<file path="src/rtl/pkg_mult.sv">
// rtl/pkg_mult.sv - shared types and constants for the sequential Booth multiplier
package pkg_mult;

    localparam int DW    = 8;
    localparam int CNT_W = $clog2(DW + 1);

    typedef logic signed [2*DW-1:0] product_t;
    typedef logic signed [DW:0]     acc_t;
    typedef logic signed [DW-1:0]   operand_t;
    typedef logic [CNT_W-1:0]       count_t;

    typedef enum logic [1:0] {
        ST_IDLE = 2'd0,
        ST_LOAD = 2'd1,
        ST_CALC = 2'd2,
        ST_DONE = 2'd3
    } booth_state_e;

endpackage

</file>
<file path="src/rtl/booth_mult_seq_step.sv">
// rtl/booth_mult_seq_step.sv - one radix-2 Booth add/sub plus arithmetic right shift
module booth_step
    import pkg_mult::*;
(
    input  acc_t     a,
    input  operand_t q,
    input  logic     q_1,
    input  operand_t m,
    output acc_t     a_next,
    output operand_t q_next,
    output logic     q_1_next
);

    acc_t m_ext;
    acc_t sum;

    // Add or subtract the sign-extended multiplicand, then shift {A,Q,Q_1} right by one.
    // A carries one guard bit so subtracting the most negative M cannot overflow.
    always_comb begin
        m_ext = {m[DW-1], m};
        sum   = a;
        case ({q[0], q_1})
            2'b01:   sum = a + m_ext;
            2'b10:   sum = a - m_ext;
            default: sum = a;
        endcase
        a_next   = {sum[DW], sum[DW:1]};
        q_next   = {sum[0], q[DW-1:1]};
        q_1_next = q[0];
    end

endmodule

</file>
<file path="src/rtl/booth_mult_seq.sv">
// rtl/booth_mult_seq.sv - sequential radix-2 Booth multiplier with FSM and done pulse
module booth_mult_seq
    import pkg_mult::*;
(
    input  logic              i_clk,
    input  logic              i_rst,
    input  logic              i_start,
    input  logic [DW-1:0]     i_multiplier,
    input  logic [DW-1:0]     i_multiplicand,
    output logic [2*DW-1:0]   o_product,
    output logic              o_ready,
    output logic              o_busy,
    output logic              o_done
);

    localparam count_t LAST_CNT = count_t'(DW - 1);

    booth_state_e state_q, state_d;
    acc_t         a_q;
    operand_t     q_q;
    logic         q_1_q;
    operand_t     m_q;
    count_t       count_q;
    product_t     product_q;

    acc_t         step_a;
    operand_t     step_q;
    logic         step_q_1;

    booth_step u_step (
        .a        (a_q),
        .q        (q_q),
        .q_1      (q_1_q),
        .m        (m_q),
        .a_next   (step_a),
        .q_next   (step_q),
        .q_1_next (step_q_1)
    );

    // State register; reset aborts any multiply in flight.
    always_ff @(posedge i_clk or negedge i_rst) begin
        if (!i_rst) state_q <= ST_IDLE;
        else        state_q <= state_d;
    end

    // Next-state logic and status outputs decoded from the registered state.
    always_comb begin
        state_d = state_q;
        o_ready = 1'b0;
        o_busy  = 1'b0;
        o_done  = 1'b0;
        case (state_q)
            ST_IDLE: begin
                o_ready = 1'b1;
                if (i_start) state_d = ST_LOAD;
            end
            ST_LOAD: begin
                o_busy  = 1'b1;
                state_d = ST_CALC;
            end
            ST_CALC: begin
                o_busy = 1'b1;
                if (count_q == LAST_CNT) state_d = ST_DONE;
            end
            ST_DONE: begin
                o_done  = 1'b1;
                state_d = ST_IDLE;
            end
            default: state_d = ST_IDLE;
        endcase
    end

    // Datapath: capture operands on accept, clear accumulator in LOAD, one Booth step per CALC cycle.
    // The product register is written on the final step so it is already valid while o_done is high.
    always_ff @(posedge i_clk or negedge i_rst) begin
        if (!i_rst) begin
            a_q       <= '0;
            q_q       <= '0;
            q_1_q     <= 1'b0;
            m_q       <= '0;
            count_q   <= '0;
            product_q <= '0;
        end else begin
            case (state_q)
                ST_IDLE: begin
                    if (i_start) begin
                        m_q <= i_multiplicand;
                        q_q <= i_multiplier;
                    end
                end
                ST_LOAD: begin
                    a_q     <= '0;
                    q_1_q   <= 1'b0;
                    count_q <= '0;
                end
                ST_CALC: begin
                    a_q     <= step_a;
                    q_q     <= step_q;
                    q_1_q   <= step_q_1;
                    count_q <= count_q + count_t'(1);
                    if (count_q == LAST_CNT) product_q <= {step_a[DW-1:0], step_q};
                end
                default: ;
            endcase
        end
    end

    assign o_product = product_q;

endmodule
</file>
<file path="config.mk">
export PLATFORM = sky130hd
export DESIGN_NAME = booth_mult_seq
export DESIGN_NICKNAME = d
export VERILOG_FILES = /design/src/rtl/pkg_mult.sv /design/src/rtl/booth_mult_seq_step.sv /design/src/rtl/booth_mult_seq.sv
export SDC_FILE = /design/constraint.sdc
export NUM_CORES = 1
export LEC_CHECK = 0
export BUFFER_PORTS_ARGS = -buffer_cell sky130_fd_sc_hd__buf_2
export CORE_MARGIN = 1.5
export CORE_UTILIZATION = 40
export CTS_CLUSTER_SIZE = 14
export DETAILED_ROUTE_END_ITERATION = 10
export HOLD_SLACK_MARGIN = 0.12
export PLACE_DENSITY = 0.7
export RECOVER_POWER = 50
export SLEW_MARGIN = 40
export SYNTH_ARGS = -nofsm -noshare
export SYNTH_HDL_FRONTEND = slang
export SYNTH_SLANG_ARGS = --single-unit
</file>
<file path="constraint.sdc">
create_clock -name i_clk -period 5.1 [get_ports i_clk]
set_clock_uncertainty 0.2 [all_clocks]
set_input_delay 0.51 -clock i_clk [delete_from_list [all_inputs] [get_ports i_clk]]
set_output_delay 0.51 -clock i_clk [all_outputs]
set_load 0.01 [all_outputs]
</file>
==> flow_metrics.env, run 1 <==
export IMPL_drtIter0Drc=109
export IMPL_track_usage_pct=17.5
export IMPL_power_density_nw_per_um2=678
export IMPL_core_area_um2=6030
export IMPL_max_stage_delay_ns=1.77
export IMPL_dpl_hpwl_um=3910
export IMPL_critPathMaxFanout=47
export IMPL_p_leak_nw=1.34
export IMPL_cts_inserted_buffers=5
export IMPL_gp_congestion=0.867
export IMPL_drc=0
export IMPL_status="finished, violations left"
export IMPL_synth_nets=297
export IMPL_fin_crit_ns=3.16
export IMPL_ant_nets=0
export IMPL_synth_area_leaders="dfrtp_1 46%, ha_1 6.9%, nand2_1 5.5%"
export IMPL_cts_sinks=47
export IMPL_routedWlPerCell_um=14.2
export IMPL_wl_um=5330
export IMPL_grt_pass1_wl_um=9160
export IMPL_portBuffers=37
export IMPL_fin_hold_ws_ns=0.235
export IMPL_vias=2025
export IMPL_critical_path_top_delay_family="buffers and inverters"
export IMPL_netlist_instances=263
export IMPL_path_clk_slew_ns=0.09
export IMPL_synthFlopType="dfrtp_1"
export IMPL_synth_edf_count=0
export IMPL_grt_overflow_total=0
export IMPL_die_h_um=82.8
export IMPL_synth_cell_type_count=45
export IMPL_worst_setup_path_type="input port to async pin"
export IMPL_cp_required_ns=4.79
export IMPL_cap_violations=1
export IMPL_vdd_drop_max_v=0.000230
export IMPL_timing_setup_tns_ns=0
export IMPL_setup_viol=0
export IMPL_antenna_found_initial=0
export IMPL_yosysWarnings=0
export IMPL_tritoncts="yes"
export IMPL_netlist_area_leader_share_pct=46.2
export IMPL_insertion_delay_ns=0.30
export IMPL_cts_root_buf="clkbuf_8"
export IMPL_final_cell_mix="47 x dfrtp_1, 37 x nand2_1, 27 x buf_2, 19 x a21oi_1, 17 x o21ai_0"
export IMPL_finalHoldViolations=0
export IMPL_max_slew_margin_pct=-67.1
export IMPL_layout_nets=332
export IMPL_layout_commonest_cell="dfrtp_1"
export IMPL_critPathSlowestCell="clkbuf_1"
export IMPL_min_path_type="input port to flop"
export IMPL_max_freq_mhz=317
export IMPL_cp_start_kind="input port"
export IMPL_start_util_pct=42.2
export IMPL_synth_top_area_cell="dfrtp_1"
export IMPL_rows=28
export IMPL_slew_viol_final=48
export IMPL_synthArstFlopShare_pct=100
export IMPL_ys_seq_area_share_pct=46.2
export IMPL_arrival_ns=2.85
export IMPL_die_area_um2=6850
export IMPL_tightest_slew_ns=2.51
export IMPL_rsz0062_at_grt="no"
export IMPL_layout_cells_non_filler=374
export IMPL_path_cells="dlygate4sd3_1 > clkbuf_1"
export IMPL_viasPerCell=5.41
export IMPL_clk_path_buf_depth=2
export IMPL_placed_cells=365
export IMPL_violations="max-capacitance violations, max-slew violations"
export IMPL_die_w_um=82.8
export IMPL_diodes=0
export IMPL_synth_area_um2=2540
export IMPL_syn_area_per_cell_um2=9.68
export IMPL_endpoint_kind="async pin"
export IMPL_synthToLayoutAreaGrowth_pct=13.6
export IMPL_period_share_pct=61.9
export IMPL_cp_num_buf_inv=2
export IMPL_grt_max_degree=48
export IMPL_io_pins=38
export IMPL_cts_resized_gates=0
export IMPL_drtPass1Iterations=4
export IMPL_grt_pass1_vias=1986
export IMPL_ys_ff_latch=47
export IMPL_drive_gt1_share_pct=15.7
export IMPL_h_tree_depth=2
[report_power, final]
group	switching [mW]	total, mW	internal [mW]	leakage [nW]
sequential	0.101	0.571	0.470	0.606
clock	0.128	0.274	0.146	0.0581
combinational	0.639	1.12	0.476	0.678
total	0.869	1.96	1.09	1.34
[sequential cells by signal (all words and copies together) (netlist names)]
signal and cells:
a_q 8, count_q 4, m_q 8, o_product 16
q_1_q 1, q_q 8, state_q 2
[cells in the mapped netlist (2+ instances only)]
library cell  instances
a31oi_1               3
o211ai_1              4
o21ai_0              17
ha_1                 14
buf_2                 5
xor2_1                2
clkbuf_1              4
xnor2_1               9
o2bb2ai_1             5
nand3_1               6
inv_1                11
dfrtp_1              47
nor2_1               13
a21boi_0              2
nor3_1                2
a21oi_1              19
o22ai_1              16
clkinv_1              4
nand2b_1              4
mux2i_1               6
mux2_2                8
a21o_1                3
nand2_1              37
[cell families (layout without fill, tap and decap cells)]
family,Yosys count,after routing,share of synthesized area [%]
AOI/OAI and AO/OA,81,81,20.3
and+or+nand+nor,70,70,12.2
DFF,47,47,46.2
buffers and inverters,25,61,3.93
adders and majority gates,15,15,7.67
muxes,14,14,5.90
xor gates and xnor gates,11,11,3.79
[per-layer routing]
| layer | global-route usage, % | vias to the layer above | routed length (µm) |
|---|---|---|---|
| met5 | 0 | - | 0 |
| met4 | 6.33 | 0 | 71 |
| met3 | 4.29 | 7 | 272 |
| met2 | 27.3 | 47 | 2470 |
| met1 | 23.6 | 966 | 2510 |
| li1 | - | 1005 | - |
[through the flow]
step / power (mW) / worst slack (ns) / instance area [µm²] / util, %
CTS: 1.97 / 2.21 / 2910 / 48.2
finish: 1.96 / 1.94 / 2890 / 48.0
global placement: 1.66 / 2.34 / 2780 / 46.1
floorplan: 1.44 / 2.51 / 2540 / -
global route: 2.14 / 1.41 / 2890 / 48.0
detailed placement: 1.69 / 2.24 / 2780 / 46.2
[worst paths after layout]
check                                  startpoint      endpoint  slack [ns]  depth (start not counted)
worst min register to register       o_product[5]  o_product[5]        0.27                          2
max in group i_clk                         m_q[2]        a_q[7]        2.20                          9
worst max register to register             m_q[2]        a_q[7]        2.20                          9
min in group asynchronous                   i_rst        m_q[2]        1.32                          2
worst max-delay path                        i_rst  o_product[7]        1.94                          2
worst min-delay path            i_multiplicand[4]        m_q[4]        0.23                          2
[timing repair]
action                    4_1_cts  5_1_grt
hold endpoints to repair       47        0
hold buffers                    1        0
setup buffers                   0        0
[area by class of cell]
| class | count | area, µm² |
|---|---|---|
| clock buffers | 5 | 68.8 |
| clock inverters | 3 | 43.8 |
| fillers | 591 | 3140 |
| inverters | 15 | 56.3 |
| multi-input cells | 191 | 1270 |
| flip-flops and latches | 47 | 1180 |
| well taps | 75 | 93.8 |
| repair buffers | 38 | 183 |
No activity file was read; power rests on OpenSTA's default activity.
==> inputs of run 2 (changes only) <==
ABC_AREA = 1   (was default)
PLACE_DENSITY = 0.73   (was 0.7)
clock period = 2.8 ns   (was 5.1 ns; I/O delays follow)
==> run 2 against run 1 <==
  * The flow now finishes without violations
  * Combinational power is 86% higher
  * Via count grew 6.6%
  * Global-route usage fell by 1.5 points
  * Flip-flop and latch count did not move
  * Synthesized cell count up 19%
  * Clock power rose by 53%
  * Worst setup slack got worse by 1.7 ns
  * Non-clock buffer count up 17
  * Worst hold slack worse by 0.092 ns
  * Utilization increased by 1.4 points
==> flow_metrics.env, run 2 <==
export IMPL_layout_nets=400
export IMPL_rows=29
export IMPL_synth_area_leaders="dfrtp_1 45%, nand2_1 12%, ha_1 6.8%"
export IMPL_cts_sinks=47
export IMPL_critPathSlowestCell="dfrtp_1"
export IMPL_antenna_found_initial=0
export IMPL_grt_pass1_wl_um=9120
export IMPL_cts_inserted_buffers=5
export IMPL_yosysWarnings=0
export IMPL_final_cell_mix="82 x nand2_1, 47 x dfrtp_1, 35 x inv_1, 27 x buf_2, 25 x o21ai_0"
export IMPL_routedWlPerCell_um=12.4
export IMPL_syn_area_per_cell_um2=8.31
export IMPL_synth_area_um2=2590
export IMPL_reg2reg_depth=19
export IMPL_use_met1_pct=21.1
export IMPL_post_cts_buffers=0
export IMPL_path_clk_slew_ns=0.09
export IMPL_portBuffers=37
export IMPL_hold_depth=4
export IMPL_fin_crit_ns=2.57
export IMPL_vias=2159
export IMPL_path_common_cell="nand2_1"
export IMPL_r2r_end="o_product[15]"
export IMPL_vdd_drop_max_v=0.000518
export IMPL_fin_util_pct=49.4
export IMPL_layout_commonest_cell="nand2_1"
export IMPL_core_area_um2=6310
export IMPL_clk_path_buf_depth=2
export IMPL_grt_max_degree=48
export IMPL_path_cells="inv_1 > ha_1 > nand2_2 > nor2_2 > nor2_1 > a21oi_1 > xnor2_1 > inv_1 > ha_4 > nand2_2 > inv_1 > nand2_1 > nand2_1 > a21oi_1 > nand2_1 > nand4_1 > nand2_1 > nand2_1 > nand2_1"
export IMPL_busiest_layer="met2"
export IMPL_grtUsageMet3_pct=2.67
export IMPL_max_freq_mhz=389
export IMPL_ys_seq_area_share_pct=45.3
export IMPL_io_pins=38
export IMPL_p_leak_nw=1.55
export IMPL_largest_register_ffs=16
export IMPL_synthArstFlopShare_pct=100
export IMPL_max_slew_margin_pct=25.3
export IMPL_power_density_nw_per_um2=1130
export IMPL_setup_slack_ns=0.229
export IMPL_gp_congestion=0.863
export IMPL_ant_nets=0
export IMPL_synth_top_area_cell="dfrtp_1"
export IMPL_layout_cells_non_filler=444
export IMPL_die_h_um=83.5
export IMPL_placed_cells=419
export IMPL_min_path_type="input port to flop"
export IMPL_track_usage_pct=16.1
export IMPL_ys_ff_latch=47
export IMPL_yosys_top_cells_count="83 x nand2_1, 47 x dfrtp_1, 35 x inv_1"
export IMPL_insertion_delay_ns=0.31
export IMPL_synthFlopType="dfrtp_1"
export IMPL_multiInputGateArea_um2=1250
export IMPL_register_area_um2=1180
export IMPL_drc=0
export IMPL_min_to="state_q[1]"
export IMPL_power_mw=3.52
export IMPL_endpoint_kind="flop"
export IMPL_critPathMaxFanout=5
export IMPL_drtIter0Drc=133
export IMPL_die_area_um2=6980
export IMPL_die_w_um=83.5
export IMPL_finalHoldViolations=0
export IMPL_status="finished, final reports clean"
export IMPL_place_worst_setup_slack_ns=0.156
export IMPL_reg2reg_slack_ns=0.23
export IMPL_max_stage_delay_ns=0.41
export IMPL_period_share_pct=91.8
export IMPL_dpl_hpwl_um=3960
export IMPL_cp_required_ns=2.79
export IMPL_tritoncts="yes"
export IMPL_synth_nets=346
export IMPL_cp_start_kind="flop"
export IMPL_hold_path_startpoint="i_start"
export IMPL_synth_cell_type_count=38
export IMPL_drtPass1Iterations=4
export IMPL_tightest_slew_ns=1.12
export IMPL_netlist_instances=312
export IMPL_grt_pass1_vias=2060
export IMPL_viasPerCell=4.86
export IMPL_synth_edf_count=0
export IMPL_slew_viol_final=0
export IMPL_synthToLayoutAreaGrowth_pct=20.2
export IMPL_drive_gt1_share_pct=15.3
export IMPL_netlist_area_leader_share_pct=45.3
export IMPL_diodes=0
export IMPL_arrival_ns=2.57
export IMPL_start_util_pct=41.1
export IMPL_timing_setup_tns_ns=0
export IMPL_cts_root_buf="clkbuf_8"
export IMPL_cap_violations=0
export IMPL_grt_overflow_total=0
export IMPL_setup_viol=0
export IMPL_worst_setup_path_type="flop to flop"
export IMPL_met2_usage_pct=26.1
export IMPL_r2r_start="m_q[1]"
export IMPL_fillers=627
export IMPL_h_tree_depth=2
export IMPL_yosysMostFrequentCell="nand2_1"
export IMPL_wl_um=5500
-- run 2: cell types whose count changed after synthesis, sizes merged, moves of 4 or more --
| cell | previous run | this run |
|---|---|---|
| mux2 | 8 | 2 |
| o2bb2ai | 5 | 0 |
| nor2 | 13 | 17 |
| nand2b | 4 | 0 |
| xnor2 | 9 | 3 |
| o22ai | 16 | 5 |
| mux2i | 6 | 0 |
| o21ai | 17 | 28 |
| nand2 | 37 | 86 |
| inv | 11 | 38 |
| nand3 | 6 | 16 |
-- run 2: where the power goes --
part	switching (mW)	leakage [nW]	internal, mW
Sequential	0.139	0.612	0.877
Combinational	1.29	0.894	0.794
Clock	0.239	0.0485	0.179
Total	1.67	1.55	1.85
-- run 2: layer usage --
metal	vias up	share of wire (%)	wire (µm)
met5	-	0	0
li1	1131	-	-
met3	12	2.5	137
met2	29	48	2620
met1	987	47	2590
met4	0	2.7	146
-- run 2: worst max-delay path by stage --
stage               startpoint             to  cells after the start
global route            m_q[2]  o_product[15]                     17
global placement        m_q[2]  o_product[13]                     13
finish                  m_q[1]  o_product[15]                     19
detailed placement      m_q[1]  o_product[15]                     19
CTS                     m_q[1]  o_product[15]                     19
floorplan               m_q[0]         a_q[7]                     19
-- run 2: logic make-up after synthesis --
| group | Yosys count | synth area share [%] |
|---|---|---|
| adder cells (fa/ha/maj) | 15 | 7.53 |
| multiplexers | 2 | 0.868 |
| AO/OA/AOI/OAI | 66 | 15.0 |
| flip-flops | 47 | 45.3 |
| XOR/XNOR | 6 | 2.03 |
| buffers and inverters | 48 | 8.10 |
| AND/OR/NAND/NOR | 128 | 21.1 |
-- run 2: per-stage QoR --
step                      area (µm²)  hold slack [ns]
after detailed placement        2830            0.126
final                           3120            0.143
after global placement          2820            0.261
after floorplan                 2590           -0.216
after global routing            3120            0.143
after CTS                       3090            0.132
-- run 2: area by class of cell --
| cell class | count | share of cell area, % |
|---|---|---|
| Clock buffer | 5 | 2.21 |
| Clock inverter | 3 | 0.722 |
| Inverter | 40 | 4.82 |
| Multi-Input combinational cell | 217 | 40.2 |
| Sequential cell | 47 | 37.7 |
| Tap cell | 77 | 3.09 |
| Timing Repair Buffer | 55 | 11.3 |
-- run 2: critical path: cells and delay by family (launching register included) --
family                     cells  cell delay, ns
adders and majority gates      2            0.43
xor gates and xnor gates       1            0.13
DFF                            1            0.41
buffers and inverters          3            0.24
AOI/OAI and AO/OA              2            0.27
and+or+nand+nor               11            0.79
-- run 2: timing repair --
action	in CTS	in global routing
endpoints found under the setup margin	0	8
hold endpoints to repair	63	0
resized for setup	0	6
hold buffers	17	0
